## config.mk

```make
export PLATFORM = sky130hd
export DESIGN_NAME = mcu_target_router
export DESIGN_NICKNAME = d
export VERILOG_FILES = /design/src/rtl/mcu_target_router.sv
export SDC_FILE = /design/constraint.sdc
export NUM_CORES = 1
export LEC_CHECK = 0
export CAP_MARGIN = 25
export CORE_MARGIN = 2
export CORE_UTILIZATION = 45
export CTS_CLUSTER_DIAMETER = 30
export DETAILED_ROUTE_END_ITERATION = 10
export DONT_BUFFER_PORTS = 1
export RECOVER_POWER = 100
export SLEW_MARGIN = 10
export SYNTH_ARGS = -nofsm -noshare
export SYNTH_HDL_FRONTEND = slang
export SYNTH_SLANG_ARGS = --single-unit
export TNS_END_PERCENT = 20
```

## constraint.sdc

```tcl
create_clock -name clk -period 3.4 [get_ports clk]
set_input_delay 1.02 -clock clk [delete_from_list [all_inputs] [get_ports clk]]
set_output_delay 1.02 -clock clk [all_outputs]
set_load 0.1 [all_outputs]
```

## src/rtl/mcu_target_router.sv

```systemverilog
// Steers the MCU byte channel to one of NUM_TARGETS command targets and muxes replies back.
// Also edge-detects target interrupts into a W1C pending mask that drives the active-low MCU line.

module mcu_tgt_irq (
  input  logic clk,
  input  logic reset,
  input  logic irq,
  input  logic clr,
  output logic pend_d
);
  logic irq_q, irq_d, prev_q, prev_d, pend_q;

  // A rising edge in the same cycle as a clear keeps the bit set.
  always_comb begin
    irq_d  = irq;
    prev_d = irq_q;
    pend_d = (irq_q & ~prev_q) | (pend_q & ~clr);
  end

  always_ff @(posedge clk) begin
    if (reset) begin
      irq_q  <= 1'b0;
      prev_q <= 1'b0;
      pend_q <= 1'b0;
    end else begin
      irq_q  <= irq_d;
      prev_q <= prev_d;
      pend_q <= pend_d;
    end
  end
endmodule

module mcu_target_router #(
  parameter int NUM_TARGETS = 4,
  parameter int TIMEOUT     = 50000
) (
  input  logic                     clk,
  input  logic                     reset,
  input  logic                     mcu_strobe,
  input  logic                     mcu_start,
  input  logic [7:0]               mcu_din,
  output logic [7:0]               mcu_dout,
  output logic [NUM_TARGETS-1:0]   tgt_strobe,
  output logic                     tgt_start,
  output logic [7:0]               tgt_din,
  input  logic [8*NUM_TARGETS-1:0] tgt_dout,
  input  logic [NUM_TARGETS-1:0]   tgt_int,
  output logic                     int_out_n,
  output logic [7:0]               err_count
);
  localparam int IDW = (NUM_TARGETS > 1) ? $clog2(NUM_TARGETS) : 1;
  localparam int TW  = $clog2(TIMEOUT + 1);

  typedef enum logic [2:0] {S_IDLE, S_SELECT, S_FORWARD, S_STATUS, S_DISCARD} state_t;

  state_t                         state_q, state_d;
  logic [IDW-1:0]                 sel_q, sel_d;
  logic [TW-1:0]                  tmo_q, tmo_d;
  logic [7:0]                     err_q, err_d;
  logic [7:0]                     dout_q, dout_d;
  logic [NUM_TARGETS-1:0]         tgt_strobe_q, tgt_strobe_d;
  logic                           tgt_start_q, tgt_start_d;
  logic [7:0]                     tgt_din_q, tgt_din_d;
  logic                           int_out_n_q, int_out_n_d;
  logic [NUM_TARGETS-1:0]         clr, pend_d;
  logic [7:0]                     pend8;
  logic                           id_ok, err_inc;
  logic [NUM_TARGETS-1:0][7:0]    tgt_dout_a;

  assign tgt_dout_a = tgt_dout;
  assign id_ok      = (mcu_din < 8'(NUM_TARGETS));

  mcu_tgt_irq u_irq [NUM_TARGETS-1:0] (
    .clk    (clk),
    .reset  (reset),
    .irq    (tgt_int),
    .clr    (clr),
    .pend_d (pend_d)
  );

  // Selecting a target acknowledges its interrupt; STATUS bytes are a W1C mask.
  always_comb begin
    clr = '0;
    if (mcu_strobe && !mcu_start) begin
      if (state_q == S_SELECT && id_ok)
        clr = NUM_TARGETS'(1) << mcu_din[IDW-1:0];
      else if (state_q == S_STATUS)
        clr = mcu_din[NUM_TARGETS-1:0];
    end
  end

  always_comb begin
    pend8 = '0;
    pend8[NUM_TARGETS-1:0] = pend_d;
  end

  always_comb begin
    state_d      = state_q;
    sel_d        = sel_q;
    tmo_d        = tmo_q;
    err_d        = err_q;
    dout_d       = dout_q;
    tgt_strobe_d = '0;
    tgt_start_d  = 1'b0;
    tgt_din_d    = tgt_din_q;
    int_out_n_d  = ~|pend_d;
    err_inc      = 1'b0;

    if (mcu_strobe) begin
      tmo_d = '0;
    end else if (state_q != S_IDLE) begin
      if (tmo_q == TW'(TIMEOUT - 1)) begin
        state_d = S_IDLE;
        tmo_d   = '0;
        dout_d  = 8'h00;
        err_inc = 1'b1;
      end else begin
        tmo_d = tmo_q + TW'(1);
      end
    end

    if (mcu_strobe && mcu_start) begin
      state_d = S_SELECT;
      dout_d  = 8'h00;
    end else if (mcu_strobe) begin
      case (state_q)
        S_SELECT: begin
          if (id_ok) begin
            sel_d        = mcu_din[IDW-1:0];
            state_d      = S_FORWARD;
            tgt_strobe_d = NUM_TARGETS'(1) << mcu_din[IDW-1:0];
            tgt_start_d  = 1'b1;
            tgt_din_d    = mcu_din;
          end else if (mcu_din == 8'hFF) begin
            state_d = S_STATUS;
            dout_d  = pend8;
          end else begin
            state_d = S_DISCARD;
            dout_d  = 8'hEE;
            err_inc = 1'b1;
          end
        end
        S_FORWARD: begin
          tgt_strobe_d = NUM_TARGETS'(1) << sel_q;
          tgt_din_d    = mcu_din;
        end
        S_STATUS: dout_d = pend8;
        default: ;
      endcase
    end

    if (err_inc && err_q != 8'hFF) err_d = err_q + 8'd1;
  end

  always_ff @(posedge clk) begin
    if (reset) begin
      state_q      <= S_IDLE;
      sel_q        <= '0;
      tmo_q        <= '0;
      err_q        <= 8'h00;
      dout_q       <= 8'h00;
      tgt_strobe_q <= '0;
      tgt_start_q  <= 1'b0;
      tgt_din_q    <= 8'h00;
      int_out_n_q  <= 1'b1;
    end else begin
      state_q      <= state_d;
      sel_q        <= sel_d;
      tmo_q        <= tmo_d;
      err_q        <= err_d;
      dout_q       <= dout_d;
      tgt_strobe_q <= tgt_strobe_d;
      tgt_start_q  <= tgt_start_d;
      tgt_din_q    <= tgt_din_d;
      int_out_n_q  <= int_out_n_d;
    end
  end

  // Reply bytes in FORWARD bypass the register so target timing is untouched.
  assign mcu_dout   = (state_q == S_FORWARD) ? tgt_dout_a[sel_q] : dout_q;
  assign tgt_strobe = tgt_strobe_q;
  assign tgt_start  = tgt_start_q;
  assign tgt_din    = tgt_din_q;
  assign int_out_n  = int_out_n_q;
  assign err_count  = err_q;
endmodule

```

==> flow_metrics.env <==
export IMPL_drt_total_wl_mm=7.044
export IMPL_power_ir_vdd_worst_v=0.0002523
export IMPL_setup_viol_count_final=0
export IMPL_minimum_setup_slack_among_reg_to_reg_paths_ns=0.37
export IMPL_max_slew_margin_pct=10.48
export IMPL_finalHoldViolations=0
export IMPL_floorplan_die_width_um=88.67
export IMPL_final_setup_skew_ns=0.009913
export IMPL_synth_async_sr_flop_share_pct=0
export IMPL_p_r_area_growth_vs_syn_pct=5.469
export IMPL_clockBufferDepth=2
export IMPL_die_y_um=88.67
export IMPL_timing_reg2reg_worst_path_depth=5
export IMPL_ctsHtreeMaxLevel=3
export IMPL_critical_path_required_ns=2.38
export IMPL_vias_in_the_first_global_route=2424
export IMPL_cp_end_kind="primary output"
export IMPL_mappedNetlistNets=398
export IMPL_finalInstanceArea_sq_um=3402
export IMPL_timing_rr_start="state_q[0]$_SDFF_PP0_"
export IMPL_synth_seq_cells=63
export IMPL_crit_path_max_fanout=12
export IMPL_global_route_usage_total_pct=18.97
export IMPL_initial_antenna_violation_count=0
export IMPL_buffers_added_on_ports=0
export IMPL_gp_congestion=0.8438
export IMPL_rsz0062_at_grt="false"
export IMPL_die_area_sq_um=7861
export IMPL_fmax_ghz=0.3176
export IMPL_avgSynthCellArea_sq_um=9.269
export IMPL_per_cell_via_count_in_the_routed_design=5.724
export IMPL_number_of_nets_still_failing_antenna_checks_after_routing=0
export IMPL_crit_type="register to primary output"
export IMPL_site_rows=30
export IMPL_count_of_instances_resized_after_the_clock_tree_is_built=0
export IMPL_detail_route_wl_per_cell_um=15.69
export IMPL_cts_hold_buffers_added=0
export IMPL_initial_utilization_pct=46.96
export IMPL_worstHoldPathCells=2
export IMPL_synth_edff_count=0
export IMPL_drt_iter0_markers=212
export IMPL_p_leak_nw=1.164
export IMPL_remaining_drc_errors=0
export IMPL_crit_path_start="sel_q[0]$_SDFFE_PP0P_"
export IMPL_worst_slew_pin_slew_ns=1.343
export IMPL_clk_insertion_delay_late_ns=0.33
export IMPL_drtPass1Iterations=5
export IMPL_whs_endpoint="u_irq[2].prev_q$_SDFF_PP0_"
export IMPL_powerDensity_nw_per_um2=452.0
export IMPL_critical_path_startpoint_type="register"
export IMPL_holdCritPathClass="register to register"
export IMPL_drv_max_cap_violation_count=0
export IMPL_postCtsSetupRepairBufs=0
export IMPL_layout_drive_gt1_share_pct=13.03
export IMPL_diodes=0
export IMPL_grt_ovfl_total=0
export IMPL_synth_warnings=0
export IMPL_syn_instance_count=348
export IMPL_io_pins=78
export IMPL_timing_final_max_slew_violations=0
export IMPL_synth_distinct_cells=59
export IMPL_design_final_nets=399
export IMPL_timing_hold_worst_start="u_irq[2].irq_q$_SDFF_PP0_"
export IMPL_placed_cell_area_sq_um=3294
export IMPL_clk_transition_reported_paths_ns=0.07
export IMPL_tritoncts_buffers=9
export IMPL_core_region_area_sq_um=6869
export IMPL_numClockSinks=63
export IMPL_synth_sequential_area_ratio_pct=39.10
export IMPL_dominantRegCellSynth="sky130_fd_sc_hd__dfxtp_1"
export IMPL_hpwlAfterDp_mm=4.987
export IMPL_run_status="complete, no violations"
export IMPL_via_count=2570
export IMPL_wire_length_of_the_first_global_routing_pass_mm=11.65
export IMPL_finalCriticalPeriod_ns=3.149
export IMPL_synth_area_sq_um=3226
export IMPL_synth_largest_area_cell="sky130_fd_sc_hd__dfxtp_1"
export IMPL_total_power_w=0.001538
export IMPL_yosys_area_top_type_share_pct=39.10
export IMPL_cts_tree="done"
export IMPL_arrival_ns=2.13
export IMPL_clock_root_buffer="sky130_fd_sc_hd__clkbuf_8"
export IMPL_fin_setup_tns_ns=0
export IMPL_min_period_over_period_pct=92.62
export IMPL_reg2reg_to="tgt_din[4]$_SDFFE_PP0P_"
export IMPL_synthTopCellsByArea="sky130_fd_sc_hd__dfxtp_1 39%, sky130_fd_sc_hd__nor2_1 6.4%, sky130_fd_sc_hd__mux4_2 5.6%"
export IMPL_grt_max_degree=46
-- state kept, by name, indices dropped and copies added, names as in the netlist --
| name | count |
|---|---|
| tmo_q | 16 |
| state_q | 3 |
| dout_q | 8 |
| tgt_strobe | 4 |
| u_irq.pend_q | 4 |
| u_irq.irq_q | 4 |
| u_irq.prev_q | 4 |
| tgt_start | 1 |
| int_out_n | 1 |
| err_count | 8 |
| sel_q | 2 |
| tgt_din | 8 |
-- critical path: stages (launching register included) --
cell and delay, ns:
sky130_fd_sc_hd__dfxtp_1 0.72, sky130_fd_sc_hd__mux4_2 0.57, sky130_fd_sc_hd__mux2_2 0.50
-- per-stage QoR --
stage	hold WS [ns]	util, %	setup slack, ns	cells
6_report	0.4407	49.53	0.2510	449
5_1_grt	0.4611	49.53	0.1060	449
4_1_cts	0.4405	50.84	0.1875	449
3_5_place_dp	0.4301	47.96	0.4110	434
3_3_place_gp	0.4292	47.96	0.4145	434
2_1_floorplan	0.4160	-	0.4351	348
-- Yosys cell counts (3+ instances only) --
cell type and n:
sky130_fd_sc_hd__dfxtp_1 63, sky130_fd_sc_hd__nand4_1 14, sky130_fd_sc_hd__a21oi_1 18, sky130_fd_sc_hd__xor2_1 10
sky130_fd_sc_hd__xnor2_1 5, sky130_fd_sc_hd__nor3_1 4, sky130_fd_sc_hd__o21ai_0 5, sky130_fd_sc_hd__mux2_2 12
sky130_fd_sc_hd__nand2_1 23, sky130_fd_sc_hd__a222oi_1 3, sky130_fd_sc_hd__and3_1 4, sky130_fd_sc_hd__buf_6 4
sky130_fd_sc_hd__a32oi_1 3, sky130_fd_sc_hd__nor2b_1 16, sky130_fd_sc_hd__a21boi_0 3, sky130_fd_sc_hd__mux2i_1 11
sky130_fd_sc_hd__clkbuf_1 11, sky130_fd_sc_hd__mux4_2 8, sky130_fd_sc_hd__nor2_1 55, sky130_fd_sc_hd__inv_1 8
sky130_fd_sc_hd__nand2b_1 3, sky130_fd_sc_hd__or3_1 6, sky130_fd_sc_hd__nand3_1 12
-- logic make-up after synthesis --
kind of cell | share of synthesized area [%]
fa+ha+maj | 0.7757
buf+inv | 4.849
mux | 14.35
simple gates | 26.14
compound gates | 10.71
flops | 39.10
xor+xnor | 4.073
-- power by group --
part / internal (W) / leakage (nW) / switching [W] / total, W
clock: 0.000374 / 0.0985 / 0.000280 / 0.000654
combinational: 0.0000374 / 0.554 / 0.0000739 / 0.000111
sequential: 0.000754 / 0.512 / 0.0000184 / 0.000773
total: 0.00117 / 1.16 / 0.000372 / 0.00154
-- cells in the final DEF, fill, tap and decap left out, types with 11 or more instances in the layout --
cell type,instances
sky130_fd_sc_hd__nand4_1,14
sky130_fd_sc_hd__nor2b_1,16
sky130_fd_sc_hd__nor2_1,55
sky130_fd_sc_hd__a21oi_1,20
sky130_fd_sc_hd__dfxtp_1,63
sky130_fd_sc_hd__clkbuf_8,11
sky130_fd_sc_hd__mux2i_1,11
sky130_fd_sc_hd__nand2_1,23
sky130_fd_sc_hd__mux2_2,12
sky130_fd_sc_hd__nand3_1,12
-- worst max path at each step --
| stage | slack (ns) | cells after the start | endpoint |
|---|---|---|---|
| 2_1_floorplan | 0.44 | 2 | mcu_dout[0] |
| 3_3_place_gp | 0.41 | 2 | mcu_dout[0] |
| 3_5_place_dp | 0.41 | 2 | mcu_dout[0] |
| 4_1_cts | 0.19 | 2 | mcu_dout[0] |
| 5_1_grt | 0.11 | 5 | tgt_din[7]$_SDFFE_PP0P_ |
| 6_report | 0.25 | 2 | mcu_dout[0] |
-- area by class of cell --
cell class	count	area [sq um]
repair buffers	10	45.04
clock inverters	3	42.54
well taps	96	120.1
inverters	8	30.03
multi-input cells	257	1748
flip-flops and latches	63	1261
fillers	704	3467
clock buffers	12	155.1
-- metal layers --
layer	up-vias	track usage, %	routed length (um)
li1	1243	-	-
met1	1231	24.79	3157
met2	88	29.17	3298
met3	8	6.903	519
met4	0	6.061	69
met5	-	0	0
Note: power is estimated with default switching activity, not from simulation.
